### src/rtl/alk_litcarry_if.sv
// Handshake bundle between the microsequencer/IB side and the literal/carry stage.
interface alk_litcarry_if #(
  parameter int IBW = 16
);
  logic             stall_h;
  logic             long_lit_req_h;
  logic             ib_valid_h;
  logic [IBW-1:0]   ib_data_h;
  logic             cout_raw_h;
  logic             force_cout0_l;
  logic             latch_c_h;
  logic             save_c_h;
  logic             use_sav_h;
  logic             long_lit_l;
  logic             ib_take_h;
  logic             lit_stall_h;
  logic [2*IBW-1:0] lit_data_h;
  logic             lit_err_h;
  logic             cout_h;
  logic             cin_h;

  // Driver side: microsequencer, IB and ALU.
  modport master (
    output stall_h, long_lit_req_h, ib_valid_h, ib_data_h, cout_raw_h,
           force_cout0_l, latch_c_h, save_c_h, use_sav_h,
    input  long_lit_l, ib_take_h, lit_stall_h, lit_data_h, lit_err_h,
           cout_h, cin_h
  );

  // The literal/carry stage itself.
  modport slave (
    input  stall_h, long_lit_req_h, ib_valid_h, ib_data_h, cout_raw_h,
           force_cout0_l, latch_c_h, save_c_h, use_sav_h,
    output long_lit_l, ib_take_h, lit_stall_h, lit_data_h, lit_err_h,
           cout_h, cin_h
  );
endinterface

### src/rtl/alk_litcarry.sv
// ALK long-literal sequencer and carry latch. Fetches a 32-bit literal as two
// IB words (low first), aborts after MAXWAIT empty cycles, and keeps the
// latched / saved ALU carry for multi-precision microsequences.
module alk_litcarry #(
  parameter int IBW     = 16,
  parameter int MAXWAIT = 7
) (
  input  logic          clk_h,
  input  logic          reset_h,
  alk_litcarry_if.slave bus
);

  localparam logic [1:0] S_IDLE = 2'd0;
  localparam logic [1:0] S_LO   = 2'd1;
  localparam logic [1:0] S_HI   = 2'd2;
  localparam logic [1:0] S_HOLD = 2'd3;

  localparam int            CW        = $clog2(MAXWAIT + 1);
  // Last count before abort: the increment that would reach MAXWAIT aborts instead.
  localparam logic [CW-1:0] WAIT_LAST = CW'(MAXWAIT - 1);

  logic [1:0]    state;
  logic [CW-1:0] wait_cnt;
  logic          sav_c;
  logic          fetching;

  assign fetching        = (state == S_LO) || (state == S_HI);
  assign bus.ib_take_h   = fetching & bus.ib_valid_h & ~bus.stall_h;
  assign bus.lit_stall_h = fetching & ~bus.ib_valid_h;
  // Literal is in flight or held in every state except IDLE.
  assign bus.long_lit_l  = (state == S_IDLE);
  assign bus.cin_h       = bus.use_sav_h ? sav_c : bus.cout_h;

  // Literal fetch sequencer, wait counter and abort pulse.
  always_ff @(posedge clk_h or posedge reset_h) begin
    if (reset_h) begin
      state          <= S_IDLE;
      wait_cnt       <= '0;
      bus.lit_data_h <= '0;
      bus.lit_err_h  <= 1'b0;
    end else begin
      // Abort indication is a single-cycle pulse regardless of stall.
      bus.lit_err_h <= 1'b0;
      if (!bus.stall_h) begin
        case (state)
          S_IDLE: begin
            wait_cnt <= '0;
            if (bus.long_lit_req_h) state <= S_LO;
          end
          S_LO, S_HI: begin
            if (bus.ib_valid_h) begin
              wait_cnt <= '0;
              if (state == S_LO) begin
                bus.lit_data_h[IBW-1:0] <= bus.ib_data_h;
                state                   <= S_HI;
              end else begin
                bus.lit_data_h[2*IBW-1:IBW] <= bus.ib_data_h;
                state                       <= S_HOLD;
              end
            end else if (wait_cnt == WAIT_LAST) begin
              // Partial literal stays in lit_data_h for debug visibility.
              wait_cnt      <= '0;
              bus.lit_err_h <= 1'b1;
              state         <= S_IDLE;
            end else begin
              wait_cnt <= wait_cnt + CW'(1);
            end
          end
          default: begin
            wait_cnt <= '0;
            state    <= S_IDLE;
          end
        endcase
      end
    end
  end

  // Carry latch and saved carry; save samples the pre-update latched value.
  always_ff @(posedge clk_h or posedge reset_h) begin
    if (reset_h) begin
      bus.cout_h <= 1'b0;
      sav_c      <= 1'b0;
    end else if (!bus.stall_h) begin
      if (bus.save_c_h)  sav_c      <= bus.cout_h;
      // Current long_lit_l gates the carry so literal-pass cycles never leak one.
      if (bus.latch_c_h) bus.cout_h <= bus.cout_raw_h & bus.force_cout0_l & bus.long_lit_l;
    end
  end

endmodule
### src/flat_wrapper.sv
// flat-port wrapper written by rule: the top's interface ports become plain ports
module alk_litcarry_flat 
#(
  parameter int IBW     = 16,
  parameter int MAXWAIT = 7
)
  (clk_h, reset_h, bus_stall_h, bus_long_lit_req_h, bus_ib_valid_h, bus_ib_data_h, bus_cout_raw_h, bus_force_cout0_l, bus_latch_c_h, bus_save_c_h, bus_use_sav_h, bus_long_lit_l, bus_ib_take_h, bus_lit_stall_h, bus_lit_data_h, bus_lit_err_h, bus_cout_h, bus_cin_h);
  alk_litcarry_if #(.IBW(IBW)) bus_i ();
  input  logic clk_h;
  input  logic reset_h;
  input wire logic [$bits(bus_i.stall_h)-1:0] bus_stall_h;
  input wire logic [$bits(bus_i.long_lit_req_h)-1:0] bus_long_lit_req_h;
  input wire logic [$bits(bus_i.ib_valid_h)-1:0] bus_ib_valid_h;
  input wire logic [$bits(bus_i.ib_data_h)-1:0] bus_ib_data_h;
  input wire logic [$bits(bus_i.cout_raw_h)-1:0] bus_cout_raw_h;
  input wire logic [$bits(bus_i.force_cout0_l)-1:0] bus_force_cout0_l;
  input wire logic [$bits(bus_i.latch_c_h)-1:0] bus_latch_c_h;
  input wire logic [$bits(bus_i.save_c_h)-1:0] bus_save_c_h;
  input wire logic [$bits(bus_i.use_sav_h)-1:0] bus_use_sav_h;
  output wire logic [$bits(bus_i.long_lit_l)-1:0] bus_long_lit_l;
  output wire logic [$bits(bus_i.ib_take_h)-1:0] bus_ib_take_h;
  output wire logic [$bits(bus_i.lit_stall_h)-1:0] bus_lit_stall_h;
  output wire logic [$bits(bus_i.lit_data_h)-1:0] bus_lit_data_h;
  output wire logic [$bits(bus_i.lit_err_h)-1:0] bus_lit_err_h;
  output wire logic [$bits(bus_i.cout_h)-1:0] bus_cout_h;
  output wire logic [$bits(bus_i.cin_h)-1:0] bus_cin_h;
  assign bus_i.stall_h = bus_stall_h;
  assign bus_i.long_lit_req_h = bus_long_lit_req_h;
  assign bus_i.ib_valid_h = bus_ib_valid_h;
  assign bus_i.ib_data_h = bus_ib_data_h;
  assign bus_i.cout_raw_h = bus_cout_raw_h;
  assign bus_i.force_cout0_l = bus_force_cout0_l;
  assign bus_i.latch_c_h = bus_latch_c_h;
  assign bus_i.save_c_h = bus_save_c_h;
  assign bus_i.use_sav_h = bus_use_sav_h;
  assign bus_long_lit_l = bus_i.long_lit_l;
  assign bus_ib_take_h = bus_i.ib_take_h;
  assign bus_lit_stall_h = bus_i.lit_stall_h;
  assign bus_lit_data_h = bus_i.lit_data_h;
  assign bus_lit_err_h = bus_i.lit_err_h;
  assign bus_cout_h = bus_i.cout_h;
  assign bus_cin_h = bus_i.cin_h;
  alk_litcarry #(.IBW(IBW), .MAXWAIT(MAXWAIT)) u_core (.clk_h(clk_h), .reset_h(reset_h), .bus(bus_i));
endmodule
### config.mk
export PLATFORM = sky130hd
export DESIGN_NAME = alk_litcarry_flat
export DESIGN_NICKNAME = d
export VERILOG_FILES = /design/src/rtl/alk_litcarry_if.sv /design/src/rtl/alk_litcarry.sv /design/src/flat_wrapper.sv
export SDC_FILE = /design/constraint.sdc
export NUM_CORES = 1
export LEC_CHECK = 0
export ABC_AREA = 1
export BUFFER_PORTS_ARGS = -buffer_cell sky130_fd_sc_hd__clkbuf_2
export CAP_MARGIN = 20
export CORE_MARGIN = 2
export CORE_UTILIZATION = 54
export CTS_BUF_LIST = sky130_fd_sc_hd__clkbuf_4
export DETAILED_ROUTE_END_ITERATION = 6
export PLACE_DENSITY = 0.85
export SYNTH_ARGS = -nofsm -noshare
export SYNTH_HDL_FRONTEND = slang
export SYNTH_SLANG_ARGS = --single-unit
export TNS_END_PERCENT = 1
### constraint.sdc
create_clock -name clk_h -period 3.2 [get_ports clk_h]
set_input_delay 0.48 -clock clk_h [delete_from_list [all_inputs] [get_ports clk_h]]
set_output_delay 0.48 -clock clk_h [all_outputs]
set_load 0.005 [all_outputs]
==> results of run 1 <==
## cells by family after synthesis
logic type	after synthesis	share of synthesized area [%]
AO/OA/AOI/OAI	41	13.7
adder cells (fa/ha/maj)	4	2.99
AND/OR/NAND/NOR	60	14.1
XOR/XNOR	1	0.522
buffers and inverters	36	8.95
flip-flops	40	59.7
## worst max path at each step
| stage | cells after the start | end |
|---|---|---|
| global route | 4 | u_core.bus.lit_data_h[8] |
| floorplan | 4 | bus_lit_stall_h |
| CTS | 5 | bus_lit_stall_h |
| finish | 5 | bus_lit_stall_h |
| detailed placement | 4 | u_core.bus.lit_data_h[8] |
| global placement | 4 | u_core.bus.lit_data_h[12] |
## power by group
part | total, mW | internal, mW | leakage (nW) | switching, mW
clock network | 0.229 | 0.0801 | 0.0271 | 0.149
registers | 0.841 | 0.718 | 0.502 | 0.123
logic | 0.632 | 0.294 | 0.668 | 0.338
## placed cells by master (no fill, tap or decap), drive strengths merged, types with 2 or more instances in the layout
cell | synthesis | layout
clkbuf | 1 | 68
nand2 | 51 | 51
dfrtp | 40 | 40
o21ai | 34 | 34
inv | 30 | 30
nand3 | 5 | 5
a21oi | 5 | 5
ha | 4 | 4
nor2 | 4 | 4
a31oi | 2 | 2
## cell type report
cell class / instances / area, um^2 / area share (%)
Multi-Input combinational cell: 106 / 526 / 25.6
Tap cell: 33 / 41.3 / 2.01
Clock buffer: 5 / 37.5 / 1.83
Inverter: 30 / 113 / 5.48
Sequential cell: 40 / 1000 / 48.8
Clock inverter: 2 / 12.5 / 0.609
Timing Repair Buffer: 64 / 323 / 15.7
## flip-flops by register name (all words and copies together), names as in the netlist
name / flops
u_core.bus.lit_err_h: 1
u_core.state: 2
u_core.sav_c: 1
u_core.bus.lit_data_h: 32
u_core.wait_cnt: 3
u_core.bus.cout_h: 1
## layer usage
layer / up-vias / share of wire, %
li1: 694 / -
met1: 612 / 46
met2: 38 / 48
met3: 3 / 5.3
met4: 0 / 0.72
met5: - / 0
## stage by stage
stage          utilization [%]  setup WS [ns]  hold WS, ns  power (mW)  area (um^2)
5_1_grt                   68.4          0.975        0.252        1.88         2050
6_report                  68.4           1.12        0.215        1.70         2050
4_1_cts                   68.4           1.09        0.222        1.73         2050
3_3_place_gp              66.7           1.28        0.466        1.47         2000
3_5_place_dp              66.7           1.13        0.469        1.49         2000
2_1_floorplan                -           1.74        0.467        1.21         1680
## worst max-delay path, stage by stage (launching register included)
cell,delay [ns]
dfrtp_1,0.43
inv_1,0.06
ha_1,0.31
inv_1,0.04
nor2_1,0.25
clkbuf_2,0.18
==> results.json, run 1 <==
{
  "dr_total_vias": 1347,
  "cp_data_required_time_ns": 2.72,
  "synth_top_area_share_pct": 59.7,
  "drt_first_pass_iters": 4,
  "rows": 20,
  "power_leakage_nw": 1.20,
  "synth_commonest_cells": "nand2_1, dfrtp_1, inv_1",
  "clk_pin_slew_worst_paths_ns": 0.11,
  "ioPinCount": 64,
  "fill_cells": 254,
  "io_buffers": 63,
  "gp_congestion": 0.813,
  "synth_nets": 212,
  "final_nets": 277,
  "die_area_um2": 3570,
  "drc": 0,
  "die_x_um": 59.7,
  "setup.worst_path.start_class": "flip-flop",
  "setup_tns_ns": 0,
  "cts_root_buf": "clkbuf_4",
  "reg2reg_to": "u_core.bus.lit_data_h[8]",
  "ys.flop_type": "dfrtp_1",
  "cts_buffers": 5,
  "ys_warn_count": 0,
  "synth_edf_count": 0,
  "ys_types": 19,
  "ys_seq_area_share_pct": 59.7,
  "r2r_start": "u_core.state[1]",
  "clk_latency_ns": 0.33,
  "wl_per_cell_um": 10.5,
  "stdcell_count": 280,
  "hold_buffers": 0,
  "cp-end-kind": "output pin",
  "grt_start_max_net_pins": 41,
  "drive_gt1_share_pct": 32.4,
  "finalSetupViolCount": 0,
  "ir_worst_vdd_v": 0.000460,
  "post-route-period-util_pct": 64.9,
  "crit_start": "u_core.state[0]",
  "fmax_ghz": 0.481,
  "post_cts_buffers": 0,
  "worst_pin_slew_ns": 0.984,
  "cts_tree": "done",
  "drtAntennaViolNets": 0,
  "grtUsageTotal_pct": 19.1,
  "grt.met2_usage_pct": 28.6,
  "syn-cell-area_um2": 1680,
  "final_max_slew_viol_count": 0,
  "powerDensity_nw_per_um2": 829,
  "syn-instance-count": 182,
  "max_cap_violations": 0,
  "areaGrowthSynthToFinish_pct": 22.5,
  "die_height_um": 59.7,
  "timing.slew.headroom_pct": 34.2,
  "clk_path_buf_depth": 2,
  "grtUsageMet3_pct": 5.19,
  "postSynthAreaPerCell_um2": 9.21,
  "cts_max_level": 2,
  "reg2reg_depth": 4,
  "grt-busiest-layer": "met2",
  "synth_area_leaders": "dfrtp_1, nand2_1, inv_1",
  "cts_num_sinks": 40,
  "grt_pass1_wl_um": 5090,
  "ys_async_sr_fraction_pct": 100,
  "crit_path_max_fanout": 5,
  "met1_usage_pct": 26.8,
  "grt_antenna_before_repair": 0,
  "cts-resized-gates": 0,
  "hp-class": "in -> async",
  "finClkSkew_ns": 0.00853,
  "yosysMostFrequentCell": "nand2_1",
  "coreArea_um2": 3000,
  "r2r_setup_slack_ns": 1.23,
  "dp.cells": 273,
  "finalHoldViolations": 0,
  "arrival_ns": 1.60,
  "synth_area_leader_cell": "dfrtp_1",
  "dp_hpwl_um": 2190,
  "first_global_vias": 1130,
  "drt_iter0_drc": 74,
  "start_util_pct": 55.8,
  "avgViaCountPerCell": 4.81,
  "diodes": 0,
  "overflow": 0,
  "synth-seq-cells": 40,
  "rsz0062_at_grt": "false",
  "period_needed_ns": 2.08,
  "status": "complete, no violations",
  "wl_um": 2940,
  "path_class": "reg -> out"
}
(Power assumes the default switching activity.)
==> run 2, diff against run 1 <==
--- a/config.mk
+++ b/config.mk
@@ -9,10 +9,10 @@
 export BUFFER_PORTS_ARGS = -buffer_cell sky130_fd_sc_hd__clkbuf_2
 export CAP_MARGIN = 20
 export CORE_MARGIN = 2
-export CORE_UTILIZATION = 54
+export CORE_UTILIZATION = 50
 export CTS_BUF_LIST = sky130_fd_sc_hd__clkbuf_4
 export DETAILED_ROUTE_END_ITERATION = 6
-export PLACE_DENSITY = 0.85
+export PLACE_DENSITY = 0.79
 export SYNTH_ARGS = -nofsm -noshare
 export SYNTH_HDL_FRONTEND = slang
 export SYNTH_SLANG_ARGS = --single-unit
==> constraint.sdc (replaced) <==
create_clock -name clk_h -period 2.07 [get_ports clk_h]
set_input_delay 0.3105 -clock clk_h [delete_from_list [all_inputs] [get_ports clk_h]]
set_output_delay 0.3105 -clock clk_h [all_outputs]
set_load 0.005 [all_outputs]
==> results.json, run 2 (synthesis gave the netlist of run 1 again) <==
{
  "setup.worst_path.start_class": "flip-flop",
  "arrival_ns": 1.58,
  "crit_path_max_fanout": 5,
  "overflow": 0,
  "clk_pin_slew_worst_paths_ns": 0.11,
  "wl_per_cell_um": 10.6,
  "hp-class": "in -> async",
  "power_frac_comb_pct": 37.4,
  "power_leakage_nw": 1.21,
  "rows": 21,
  "final_max_slew_viol_count": 0,
  "final_cell_mix": "clkbuf_2, nand2_1, dfrtp_1",
  "fmax_ghz": 0.530,
  "wl_um": 3120,
  "clk_path_buf_depth": 2,
  "post-route-period-util_pct": 91.1,
  "max_cap_violations": 0,
  "largest_reg_flops": 32,
  "path_cells": "inv_1 > ha_1 > inv_1 > nor2_1 > clkbuf_2",
  "areaGrowthSynthToFinish_pct": 24.6,
  "period_needed_ns": 1.89,
  "internal-power_mw": 1.70,
  "ir_worst_vdd_v": 0.000618,
  "layout_commonest_cell": "clkbuf_2",
  "setup_tns_ns": 0,
  "power_switching_mw": 0.948,
  "first_global_vias": 1183,
  "die_height_um": 61.9,
  "cts_num_sinks": 40,
  "diodes": 0,
  "clk_latency_ns": 0.33,
  "grt_pass1_wl_um": 4910,
  "reg_top3": "u_core.bus.lit_data_h x32, u_core.wait_cnt x3, u_core.state x2",
  "gp_congestion": 0.781,
  "ioPinCount": 64,
  "timing.slew.headroom_pct": 55.2,
  "hold_ws_ns": 0.0411,
  "finalHoldViolations": 0,
  "path_class": "reg -> out",
  "cp_data_required_time_ns": 1.76,
  "finalSetupViolCount": 0,
  "drtAntennaViolNets": 0,
  "cts_max_level": 2,
  "cts_root_buf": "clkbuf_4",
  "cp_slowest_stage_delay_ns": 0.43,
  "rsz0062_at_grt": "false",
  "start_util_pct": 51.0,
  "hold_buffers": 0,
  "cp-end-kind": "output pin",
  "finClkSkew_ns": 0.00804,
  "pwr-share-clk_pct": 13.3,
  "grtUsageTotal_pct": 17.6,
  "die_area_um2": 3830,
  "dp_slack_ns": 0.298,
  "dp_hpwl_um": 2400,
  "die_x_um": 61.9,
  "cts_buffers": 5,
  "final_nets": 278,
  "drt_iter0_drc": 66,
  "io_buffers": 63,
  "powerDensity_nw_per_um2": 1270,
  "drc": 0,
  "coreArea_um2": 3280,
  "post_cts_buffers": 0,
  "drt_first_pass_iters": 4,
  "grt_antenna_before_repair": 0,
  "finalPower_mw": 2.64,
  "crit_top_cell": "inv_1",
  "swShare_pct": 35.9,
  "seq_power_share_pct": 49.2,
  "dr_total_vias": 1357,
  "cts_tree": "done",
  "drive_gt1_share_pct": 32.7,
  "status": "complete, no violations",
  "regMostFlops": "u_core.bus.lit_data_h",
  "slowest_stage": "dfrtp_1",
  "cts-resized-gates": 0,
  "setup_ws_ns": 0.184,
  "reg2reg_depth": 7,
  "grt_start_max_net_pins": 33,
  "worst_pin_slew_ns": 0.671,
  "avgViaCountPerCell": 4.62
}
run 2: power by group through the flow:
stage	clock network, mW	registers [mW]	logic [mW]
after CTS	0.370	1.31	1.02
final	0.352	1.30	0.990
after floorplan	0	1.32	0.551
after detailed placement	0	1.32	1.02
after global routing	0.409	1.35	1.17
after global placement	0	1.31	0.971
run 2: layout make-up:
type	count	area, um^2
multi-input combinational	106	526
inverter	30	113
sequential	40	1000
fill	308	1190
clock inverter	2	12.5
clock buffer	5	37.5
tap	46	57.6
timing repair buffer	65	343
run 2: layer usage:
layer | track usage, % | wire, um | vias to the layer above
met5 | 0 | 0 | -
met4 | 9.12 | 36 | 0
met3 | 3.73 | 143 | 4
met2 | 28.6 | 1520 | 39
met1 | 22.1 | 1420 | 616
li1 | - | - | 698
run 2: final timing paths:
kind / start / to / slack [ns]
max in group asynchronous: reset_h / u_core.bus.lit_data_h[8] / 1.48
hold reg to reg: u_core.bus.lit_data_h[6] / u_core.bus.lit_data_h[6] / 0.50
min in group clk_h: bus_latch_c_h / u_core.bus.cout_h / 0.17
setup / recovery: u_core.state[0] / bus_lit_stall_h / 0.18
setup reg to reg: u_core.state[0] / u_core.bus.lit_data_h[21] / 0.32
hold / removal: reset_h / u_core.bus.lit_data_h[29] / 0.04
run 2: critical path: cells and delay by family (launching register included):
family | cells | cell delay, ns
fa+ha+maj | 1 | 0.31
flops | 1 | 0.43
buf+inv | 3 | 0.27
simple gates | 1 | 0.24
run 2: metrics by stage:
stage / instance area [um^2] / util, % / cells
2_1_floorplan: 1680 / - / 182
3_3_place_gp: 2040 / 62.1 / 287
3_5_place_dp: 2040 / 62.1 / 287
4_1_cts: 2090 / 63.6 / 294
5_1_grt: 2090 / 63.6 / 294
6_report: 2090 / 63.6 / 294
==> run 3, diff against run 2 <==
--- a/config.mk
+++ b/config.mk
@@ -7,12 +7,11 @@
 export LEC_CHECK = 0
 export ABC_AREA = 1
 export BUFFER_PORTS_ARGS = -buffer_cell sky130_fd_sc_hd__clkbuf_2
-export CAP_MARGIN = 20
 export CORE_MARGIN = 2
-export CORE_UTILIZATION = 50
+export CORE_UTILIZATION = 25
 export CTS_BUF_LIST = sky130_fd_sc_hd__clkbuf_4
 export DETAILED_ROUTE_END_ITERATION = 6
-export PLACE_DENSITY = 0.79
+export PLACE_DENSITY = 0.44
 export SYNTH_ARGS = -nofsm -noshare
 export SYNTH_HDL_FRONTEND = slang
 export SYNTH_SLANG_ARGS = --single-unit
==> results.json, run 3 (synthesis gave the netlist of run 1 again) <==
{
  "fmax_ghz": 0.537,
  "ioPinCount": 64,
  "regMostFlops": "u_core.bus.lit_data_h",
  "rsz0062_at_grt": "false",
  "die_x_um": 85.9,
  "post_cts_buffers": 0,
  "drt_iter0_drc": 66,
  "post-route-period-util_pct": 90.0,
  "rows": 29,
  "setup.worst_path.start_class": "flip-flop",
  "cts_max_level": 2,
  "hold_buffers": 0,
  "start_util_pct": 26.1,
  "wl_um": 3600,
  "crit_path_max_fanout": 5,
  "dp_slack_ns": 0.436,
  "dp_hpwl_um": 2700,
  "drt_first_pass_iters": 7,
  "cp-end-kind": "output pin",
  "gp_congestion": 0.690,
  "die_area_um2": 7380,
  "first_global_vias": 1284,
  "arrival_ns": 1.55,
  "violations": "DRC",
  "postLayoutCellArea_um2": 2180,
  "cts_tree": "done",
  "power_leakage_nw": 1.23,
  "avgViaCountPerCell": 4.12,
  "final_nets": 280,
  "setup_tns_ns": 0,
  "powerDensity_nw_per_um2": 1310,
  "diodes": 0,
  "final_cell_mix": "clkbuf_2, nand2_1, dfrtp_1",
  "postPlaceCellArea_um2": 2090,
  "drc": 4,
  "ir_worst_vdd_v": 0.000428,
  "areaGrowthSynthToFinish_pct": 30.0,
  "cpLargestDelayFamily": "flip-flops",
  "layout_commonest_cell": "clkbuf_2",
  "cts-resized-gates": 0,
  "slowest_stage": "dfrtp_1",
  "cp_data_required_time_ns": 1.76,
  "io_buffers": 63,
  "dr_total_vias": 1350,
  "setup_ws_ns": 0.208,
  "coreArea_um2": 6420,
  "path_class": "reg -> out",
  "period_needed_ns": 1.86,
  "reg_top3": "u_core.bus.lit_data_h x32, u_core.wait_cnt x3, u_core.state x2",
  "clk_path_buf_depth": 2,
  "drtAntennaViolNets": 0,
  "largest_reg_flops": 32,
  "cts_buffers": 5,
  "finalSetupViolCount": 0,
  "final_max_slew_viol_count": 0,
  "worst_pin_slew_ns": 0.509,
  "cp_slowest_stage_delay_ns": 0.43,
  "status": "finished, violations left",
  "crit_top_cell": "inv_1",
  "multi_input_area_um2": 528,
  "grt_pass1_wl_um": 6200,
  "finalHoldViolations": 0,
  "cts_num_sinks": 40,
  "max_cap_violations": 0,
  "overflow": 0,
  "grt_start_max_net_pins": 41,
  "path_buf_inv": 3,
  "fill_cells": 698,
  "finClkSkew_ns": 0.00967,
  "wl_per_cell_um": 11.0,
  "die_height_um": 85.9,
  "path_cells": "inv_1 > ha_1 > inv_1 > nor2_2 > clkbuf_2",
  "grtUsageTotal_pct": 10.8,
  "clk_pin_slew_worst_paths_ns": 0.14,
  "clk_latency_ns": 0.35,
  "drive_gt1_share_pct": 33.9,
  "grt_antenna_before_repair": 0,
  "ff_latch_area_um2": 1000,
  "cts_root_buf": "clkbuf_4",
  "timing.slew.headroom_pct": 66.1,
  "hp-class": "in -> async"
}
[run 3: cell types whose count changed in the layout (fill, tap and decap cells not counted)]
cell,delta
nor2_2,+1
nor2_1,-1
buf_4,+2
bufinv_16,+1
clkinv_2,-1
inv_6,+1
[run 3: worst paths after layout]
check                                         startpoint                        end  slack [ns]  cells past startpoint
worst max-delay path                     u_core.state[0]            bus_lit_stall_h        0.21                      5
worst min-delay path                             reset_h  u_core.bus.lit_data_h[12]        0.05                      3
worst max register to register           u_core.state[0]  u_core.bus.lit_data_h[27]        0.45                      8
worst min register to register  u_core.bus.lit_data_h[7]   u_core.bus.lit_data_h[7]        0.50                      2
max in group asynchronous                        reset_h  u_core.bus.lit_data_h[14]        1.67                      3
min in group clk_h                         bus_latch_c_h          u_core.bus.cout_h        0.15                      2
[run 3: worst register-to-register path: stages (launching register included)]
cell,delay (ns)
dfrtp_1,0.43
inv_1,0.06
ha_1,0.31
nand2_1,0.07
nor2_2,0.13
nand2_2,0.19
buf_4,0.22
nand2_1,0.07
o21ai_2,0.05
[run 3: report_power, final]
group	switching [mW]	leakage [nW]	total, mW	internal, mW
Clock	0.276	0.0418	0.534	0.258
Sequential	0.201	0.502	1.31	1.11
Combinational	0.529	0.687	1.01	0.483
[run 3: area by class of cell]
type                       instances  area share (%)
clock buffer                       5            1.72
multi-input combinational        106            24.2
sequential                        40            45.9
inverter                          30            5.17
timing repair buffer              67            16.4
tap                               77            4.42
clock inverter                     3            2.12
[run 3: layer usage]
metal  vias to the layer above  GRT usage (%)  part of all wire (%)
li1                        702              -                     -
met1                       607           13.9                    46
met2                        39           17.1                    47
met3                         2           2.79                   5.6
met4                         0           4.33                   1.1
met5                         -              0                     0
[run 3: per-stage QoR]
stage	total power, mW	cells	hold slack (ns)	utilization (%)
after floorplan	1.87	182	0.415	-
after global placement	2.36	320	0.462	32.6
after detailed placement	2.37	320	0.458	32.6
after CTS	2.92	328	0.0486	33.9
after global routing	3.13	328	0.0618	33.9
final	2.86	328	0.0503	33.9
